--- config.mk ---
export PLATFORM = sky130hd
export DESIGN_NAME = rat_intr_ctrl
export DESIGN_NICKNAME = d
export VERILOG_FILES = /design/src/rtl/rat_intc_pkg.sv /design/src/rtl/rat_irq_edge_sync.sv /design/src/rtl/rat_intr_ctrl.sv
export SDC_FILE = /design/constraint.sdc
export NUM_CORES = 1
export LEC_CHECK = 0
export ABC_CLOCK_PERIOD_IN_PS = 2900
export CAP_MARGIN = 20
export CORE_ASPECT_RATIO = 1.5
export CORE_MARGIN = 5
export CORE_UTILIZATION = 40
export DETAILED_ROUTE_END_ITERATION = 6
export GPL_ROUTABILITY_DRIVEN = 0
export PLACE_DENSITY = 0.67
export SLEW_MARGIN = 0
export SYNTH_ARGS = -nofsm -noshare
export SYNTH_HDL_FRONTEND = slang
export SYNTH_HIERARCHICAL = 1
export SYNTH_SLANG_ARGS = --single-unit
export TNS_END_PERCENT = 5
--- constraint.sdc ---
create_clock -name CLK -period 2.9 [get_ports CLK]
set_clock_uncertainty 0.05 [all_clocks]
set_input_delay 0.58 -clock CLK [delete_from_list [all_inputs] [get_ports CLK]]
set_output_delay 0.58 -clock CLK [all_outputs]
set_load 0.01 [all_outputs]
--- src/rtl/rat_intc_pkg.sv ---
// Shared types and helpers for the RAT MCU interrupt controller.
// Holds the FSM state type, default port IDs and the priority-index helper.
package rat_intc_pkg;

  typedef enum logic [1:0] {
    ST_IDLE     = 2'd0,
    ST_ASSERT   = 2'd1,
    ST_WAIT_ACK = 2'd2,
    ST_HOLDOFF  = 2'd3
  } intc_state_e;

  localparam logic [7:0] MASK_ID_DEF = 8'h30;
  localparam logic [7:0] PEND_ID_DEF = 8'h31;
  localparam logic [7:0] VEC_ID_DEF  = 8'h32;

  // Lowest set bit wins, so source 0 has the highest priority; 0 when empty.
  function automatic logic [2:0] lowest_set_idx(input logic [7:0] vec);
    lowest_set_idx = 3'd0;
    for (int i = 7; i >= 0; i--) begin
      if (vec[i]) lowest_set_idx = 3'(i);
    end
  endfunction

endpackage

--- src/rtl/rat_irq_edge_sync.sv ---
// One IRQ source: 2-flop synchronizer, prev flop and a registered rise pulse.
// An input already high when reset releases produces a single rise.
module rat_irq_edge_sync (
  input  logic clk_i,
  input  logic rst_i,
  input  logic irq_i,
  output logic rise_o
);

  logic sync1_q;
  logic sync2_q;
  logic prev_q;
  logic rise_q;

  // NOTE: non-blocking assignments make every flop sample the pre-edge value,
  // which is what turns these four statements into a shift chain.
  always_ff @(posedge clk_i or posedge rst_i) begin
    if (rst_i) begin
      sync1_q <= 1'b0;
      sync2_q <= 1'b0;
      prev_q  <= 1'b0;
      rise_q  <= 1'b0;
    end else begin
      sync1_q <= irq_i;
      sync2_q <= sync1_q;
      prev_q  <= sync2_q;
      rise_q  <= sync2_q & ~prev_q;
    end
  end

  assign rise_o = rise_q;

endmodule

--- src/rtl/rat_intr_ctrl.sv ---
// Interrupt controller driving the RAT MCU INTR pin from masked, edge-detected IRQs.
// Optional WAIT_ACK timeout with sticky flag: define RAT_INTC_TIMEOUT_EN.
module rat_intr_ctrl
  import rat_intc_pkg::*;
#(
  parameter int         N_SRC     = 4,
  parameter int         INTR_HOLD = 4,
  parameter int         HOLDOFF   = 4,
  parameter int         TIMEOUT   = 1024,
  parameter logic [7:0] MASK_ID   = MASK_ID_DEF,
  parameter logic [7:0] PEND_ID   = PEND_ID_DEF,
  parameter logic [7:0] VEC_ID    = VEC_ID_DEF
) (
  input  logic             CLK,
  input  logic             RESET,
  input  logic [N_SRC-1:0] IRQ,
  input  logic [7:0]       PORT_ID,
  input  logic [7:0]       OUT_PORT,
  input  logic             IO_STRB,
  output logic [7:0]       IN_DATA,
  output logic             IN_HIT,
  output logic             INTR
);

  localparam int CNT_MAX = (INTR_HOLD > HOLDOFF) ? INTR_HOLD : HOLDOFF;
  localparam int CNT_W   = $clog2(CNT_MAX);

  logic [N_SRC-1:0] rise;
  logic [N_SRC-1:0] pend_q, pend_d;
  logic [N_SRC-1:0] mask_q, mask_d;
  logic [N_SRC-1:0] active;
  logic             any_act;
  logic             wr_mask;
  logic             ack;
  logic             to_expire;
  logic             to_flag;

  intc_state_e      state_q, state_d;
  logic [CNT_W-1:0] cnt_q, cnt_d;
  logic             intr_q, intr_d;

  for (genvar g = 0; g < N_SRC; g++) begin : g_src
    rat_irq_edge_sync u_sync (
      .clk_i  (CLK),
      .rst_i  (RESET),
      .irq_i  (IRQ[g]),
      .rise_o (rise[g])
    );
  end

  assign wr_mask = IO_STRB && (PORT_ID == MASK_ID);
  assign ack     = IO_STRB && (PORT_ID == PEND_ID);
  assign active  = pend_q & mask_q;
  assign any_act = |active;

  // New rises are OR-ed in after the W1C so a same-cycle set always survives.
  always_comb begin
    pend_d = pend_q;
    mask_d = mask_q;
    if (ack)     pend_d = pend_q & ~OUT_PORT[N_SRC-1:0];
    pend_d = pend_d | rise;
    if (wr_mask) mask_d = OUT_PORT[N_SRC-1:0];
  end

  // NOTE: every variable gets its default before the case so no path can
  // leave one unassigned and infer a latch.
  always_comb begin
    state_d = state_q;
    cnt_d   = cnt_q;
    intr_d  = intr_q;
    unique case (state_q)
      ST_IDLE: begin
        if (any_act) begin
          state_d = ST_ASSERT;
          intr_d  = 1'b1;
          cnt_d   = CNT_W'(INTR_HOLD - 1);
        end
      end
      ST_ASSERT: begin
        if (cnt_q == '0) begin
          state_d = ST_WAIT_ACK;
          intr_d  = 1'b0;
        end else begin
          cnt_d = cnt_q - 1'b1;
        end
      end
      ST_WAIT_ACK: begin
        if (ack) begin
          state_d = ST_HOLDOFF;
          cnt_d   = CNT_W'(HOLDOFF - 1);
        end else if (to_expire) begin
          state_d = ST_IDLE;
        end
      end
      ST_HOLDOFF: begin
        if (cnt_q == '0) state_d = ST_IDLE;
        else             cnt_d   = cnt_q - 1'b1;
      end
      default: state_d = ST_IDLE;
    endcase
  end

  always_ff @(posedge CLK or posedge RESET) begin
    if (RESET) begin
      state_q <= ST_IDLE;
      cnt_q   <= '0;
      intr_q  <= 1'b0;
      pend_q  <= '0;
      mask_q  <= '0;
    end else begin
      state_q <= state_d;
      cnt_q   <= cnt_d;
      intr_q  <= intr_d;
      pend_q  <= pend_d;
      mask_q  <= mask_d;
    end
  end

`ifdef RAT_INTC_TIMEOUT_EN
  localparam int TO_W = $clog2(TIMEOUT + 1);

  logic [TO_W-1:0] to_cnt_q, to_cnt_d;
  logic            to_flag_q, to_flag_d;

  // An ACK on the last WAIT_ACK cycle takes priority over the forced retry.
  assign to_expire = (state_q == ST_WAIT_ACK) && !ack && (to_cnt_q == TO_W'(TIMEOUT - 1));

  always_comb begin
    to_cnt_d  = '0;
    to_flag_d = to_flag_q;
    if (state_q == ST_WAIT_ACK && !to_expire) to_cnt_d = to_cnt_q + 1'b1;
    if (to_expire)                 to_flag_d = 1'b1;
    else if (ack && OUT_PORT[7])   to_flag_d = 1'b0;
  end

  always_ff @(posedge CLK or posedge RESET) begin
    if (RESET) begin
      to_cnt_q  <= '0;
      to_flag_q <= 1'b0;
    end else begin
      to_cnt_q  <= to_cnt_d;
      to_flag_q <= to_flag_d;
    end
  end

  assign to_flag = to_flag_q;
`else
  logic [31:0] unused_timeout;

  assign to_expire      = 1'b0;
  assign to_flag        = 1'b0;
  assign unused_timeout = 32'(TIMEOUT);
`endif

  logic unused_wdata;
  assign unused_wdata = ^OUT_PORT;

  always_comb begin
    IN_DATA = '0;
    IN_HIT  = 1'b0;
    case (PORT_ID)
      MASK_ID: begin
        IN_HIT  = 1'b1;
        IN_DATA = 8'(mask_q);
      end
      PEND_ID: begin
        IN_HIT  = 1'b1;
        IN_DATA = 8'(pend_q);
      end
      VEC_ID: begin
        IN_HIT  = 1'b1;
        IN_DATA = {any_act, to_flag, 3'b000, lowest_set_idx(8'(active))};
      end
      default: ;
    endcase
  end

  assign INTR = intr_q;

endmodule

==> out/results.ini <==
[critical_path]
worst_setup_path_startpoint = PORT_ID[5]
critPathCaptureType = primary output
cp.arrival_ps = 2110
worst_r2r_startpoint = state_q[1]$_DFFE_PP0P_
cp_max_fo = 2
timing.reg2reg.worst_path_depth = 6
criticalPathCategory = input pin to primary output
critical_path_required_ps = 2270
startpoint_kind_of_the_worst_setup_timing_path = input pin

[grt]
grt_pass1_wl_um = 4312
grt_start_max_net_pins = 14
gr-usage-all-layers_pct = 12.33
vias_in_the_first_global_route = 1034
initial_antenna_violation_count = 0
globalRoute.totalOverflow = 0

[sta]
fmaxAchievable_mhz = 365.2
grt_setup_unrepaired = false
fin_worst_hold_slack_ps = 298.5
report.final.slew_viol_count = 0
relSlewSlack_pct = 64.19
min_period_ps = 2738
finalHoldViolCount = 0
final_number_of_setup_violating_endpoints = 0
finalCritPeriodShare_pct = 94.43
slew_at_the_pin_closest_to_its_max_slew_limit_ps = 533.0

[floorplan]
die_y_um = 81.38
row_count = 26
die_width_um = 57.59
dieArea_mm2 = 0.004687
initial_core_utilization_pct = 40.55
i_o_pin_count = 33
design.core.area_mm2 = 0.003351

[placement]
dpl.hpwl_um = 2056
io_buffers = 25

[power_and_ir_drop]
cellPowerDensity_mw_per_mm2 = 622.3
power.ir.vdd_worst_mv = 0.3285
power.leakage_nw = 0.7947
finalPower_mw = 1.090

[synth]
ys_ff_latch = 29
mappedNetlistArea_mm2 = 0.001359
synth.yosys.warnings = 6
synth_instances = 111
post_synth_num_cell_types = 30
syn_area_per_cell_um2 = 12.24
yosysSeqAreaShare_pct = 53.41

[route]
post-route-drc-count = 0
drt_iter0_markers = 40
routed-wl-met2_um = 1417
met3WireLength_um = 182
drt_first_pass_iters = 4
top_layer = met4
dr_total_vias = 946
routed_wl_um = 2559
via_per_inst = 5.032
routedLengthMet1_um = 894
ant_nets = 0
wl_per_cell_um = 13.61

[final_layout]
layout.nets = 175
layout-drive-gt1-share_pct = 17.81
count_of_fill_cells_added_during_filler_insertion = 300
n_antenna_cell = 0
syn2layout_area_growth_pct = 28.91

[clock_tree]
clk-insertion-delay-late_ps = 270
clock_tree.buffer_depth = 2
number_of_buffers_created_by_cts = 5
cts.htree.levels = 2
post-cts-setup-buffer-count = 0
tritoncts = done
clock_pin_slew_on_the_worst_setup_and_hold_paths_ps = 50
ctsResizeCount = 6
root_buffer = sky130_fd_sc_hd__clkbuf_8
number_of_sinks_handled_by_clock_tree_synthesis = 29
post_cts_hold_buffer_count = 0

[outcome]
run_status = finished, final reports clean

[worst_hold_path]
class_of_the_worst_hold_path = register to register
min-delay-start = g_src[0].u_sync/sync1_q$_DFF_PP0_
worst_hold_path.num_cells = 0

[job]
drv.max_cap_violation_count = 0

-- stage by stage --
step	setup TNS [ps]	std cells	area [µm²]	utilization, %	worst slack, ps
4_1_cts	0	188	1752	52.28	147.6
2_1_floorplan	0	113	1366	-	616.3
6_report	0	188	1752	52.28	161.6
3_3_place_gp	-573.5	181	1673	49.93	-131.4
3_5_place_dp	-609.4	181	1673	49.93	-147.8
5_1_grt	0	188	1752	52.28	103.2
-- path summary, 6_finish.rpt --
kind                                                     end  slack (ps)
max                                               IN_DATA[7]         160
min in group asynchronous  g_src[3].u_sync/sync2_q$_DFF_PP0_         590
max in group asynchronous                pend_q[2]$_DFF_PP0_        1720
min                        g_src[0].u_sync/sync2_q$_DFF_PP0_         300
min reg2reg                g_src[0].u_sync/sync2_q$_DFF_PP0_         300
max reg2reg                           state_q[1]$_DFFE_PP0P_        1240
-- metal layers --
metal | track usage [%] | vias up
met5 | 0 | -
met4 | 5.800 | 0
met3 | 4.293 | 7
met2 | 23.19 | 33
met1 | 11.65 | 459
li1 | - | 447
-- cell usage in the layout (no fill, tap or decap), types with 2 or more instances in the layout --
| cell type | count |
|---|---|
| sky130_fd_sc_hd__a22oi_1 | 3 |
| sky130_fd_sc_hd__a21oi_1 | 3 |
| sky130_fd_sc_hd__clkbuf_8 | 6 |
| sky130_fd_sc_hd__nand3_1 | 4 |
| sky130_fd_sc_hd__dfrtp_1 | 29 |
| sky130_fd_sc_hd__nand3b_1 | 2 |
| sky130_fd_sc_hd__dlygate4sd2_1 | 6 |
| sky130_fd_sc_hd__nor2_1 | 4 |
| sky130_fd_sc_hd__conb_1 | 3 |
| sky130_fd_sc_hd__o21ai_0 | 2 |
| sky130_fd_sc_hd__or2_2 | 2 |
| sky130_fd_sc_hd__mux2_2 | 5 |
| sky130_fd_sc_hd__inv_1 | 10 |
| sky130_fd_sc_hd__nor2b_4 | 4 |
| sky130_fd_sc_hd__clkdlybuf4s50_1 | 19 |
| sky130_fd_sc_hd__a31oi_1 | 2 |
| sky130_fd_sc_hd__nand2_1 | 10 |
| sky130_fd_sc_hd__buf_4 | 5 |
| sky130_fd_sc_hd__ha_1 | 6 |
| sky130_fd_sc_hd__a41oi_1 | 2 |
| sky130_fd_sc_hd__a21o_1 | 5 |
| sky130_fd_sc_hd__nor3_1 | 2 |
| sky130_fd_sc_hd__mux2i_1 | 2 |
-- final cells by class --
type	count	area (µm²)	area share [%]
Sequential cell	29	725.7	41.43
Tap cell	42	52.55	3.000
Clock buffer	7	86.33	4.929
Timing Repair Buffer	30	280.3	16.00
Inverter	10	37.54	2.143
Multi-Input combinational cell	70	569.3	32.50
-- synth_stat cells, drive strengths merged --
| cell | number | area share (%) |
|---|---|---|
| a41oi | 2 | 1.3 |
| mux2i | 2 | 1.5 |
| nand3 | 4 | 1.5 |
| a32oi | 1 | 0.64 |
| a32o | 1 | 0.74 |
| a22oi | 3 | 1.7 |
| nor2 | 4 | 1.1 |
| inv | 10 | 2.8 |
| a21o | 5 | 2.8 |
| a211o | 1 | 0.64 |
| o31ai | 1 | 1.6 |
| nand2 | 10 | 2.8 |
| or3 | 2 | 1.3 |
| ha | 6 | 5.5 |
| o21ai | 2 | 0.74 |
| or2 | 2 | 0.92 |
| nand3b | 2 | 1.1 |
| conb | 1 | 0.28 |
| nor4b | 2 | 2.4 |
| dfrtp | 29 | 53 |
| a21oi | 3 | 1.1 |
| a31oi | 2 | 0.92 |
| nand4bb | 1 | 2.0 |
| nor2b | 4 | 4.1 |
| mux2 | 5 | 4.1 |
| nor3 | 2 | 0.74 |
| buf | 4 | 2.5 |
-- cells by family after synthesis --
kind of cell	count (synthesis)	share of synthesized area, %
buffers and inverters	14	5.249
other	1	0.2760
AND/OR/NAND/NOR	33	17.86
AO/OA/AOI/OAI	21	12.06
multiplexers	7	5.617
adder cells (fa/ha/maj)	6	5.525
flip-flops	29	53.41
-- critical path: stages --
cell	delay [ps]
sky130_fd_sc_hd__clkdlybuf4s50_1	500
sky130_fd_sc_hd__nand4bb_4	110
sky130_fd_sc_hd__or3_4	340
sky130_fd_sc_hd__nor4b_1	260
sky130_fd_sc_hd__dlygate4sd2_1	310
-- state kept, by name (all words and copies together), names as in the netlist --
register,flops
g_src.u_sync/prev_q,4
g_src.u_sync/rise_o,4
g_src.u_sync/sync1_q,4
g_src.u_sync/sync2_q,4
mask_q,4
pend_q,4
cnt_q,2
state_q,2
INTR,1
-- where the power goes --
| part | internal (mW) | total [mW] | switching [mW] |
|---|---|---|---|
| Sequential | 0.449 | 0.479 | 0.0300 |
| Combinational | 0.138 | 0.287 | 0.149 |
| Clock | 0.188 | 0.324 | 0.136 |
| Total | 0.775 | 1.09 | 0.316 |
Power figures use the tool's default switching activity.
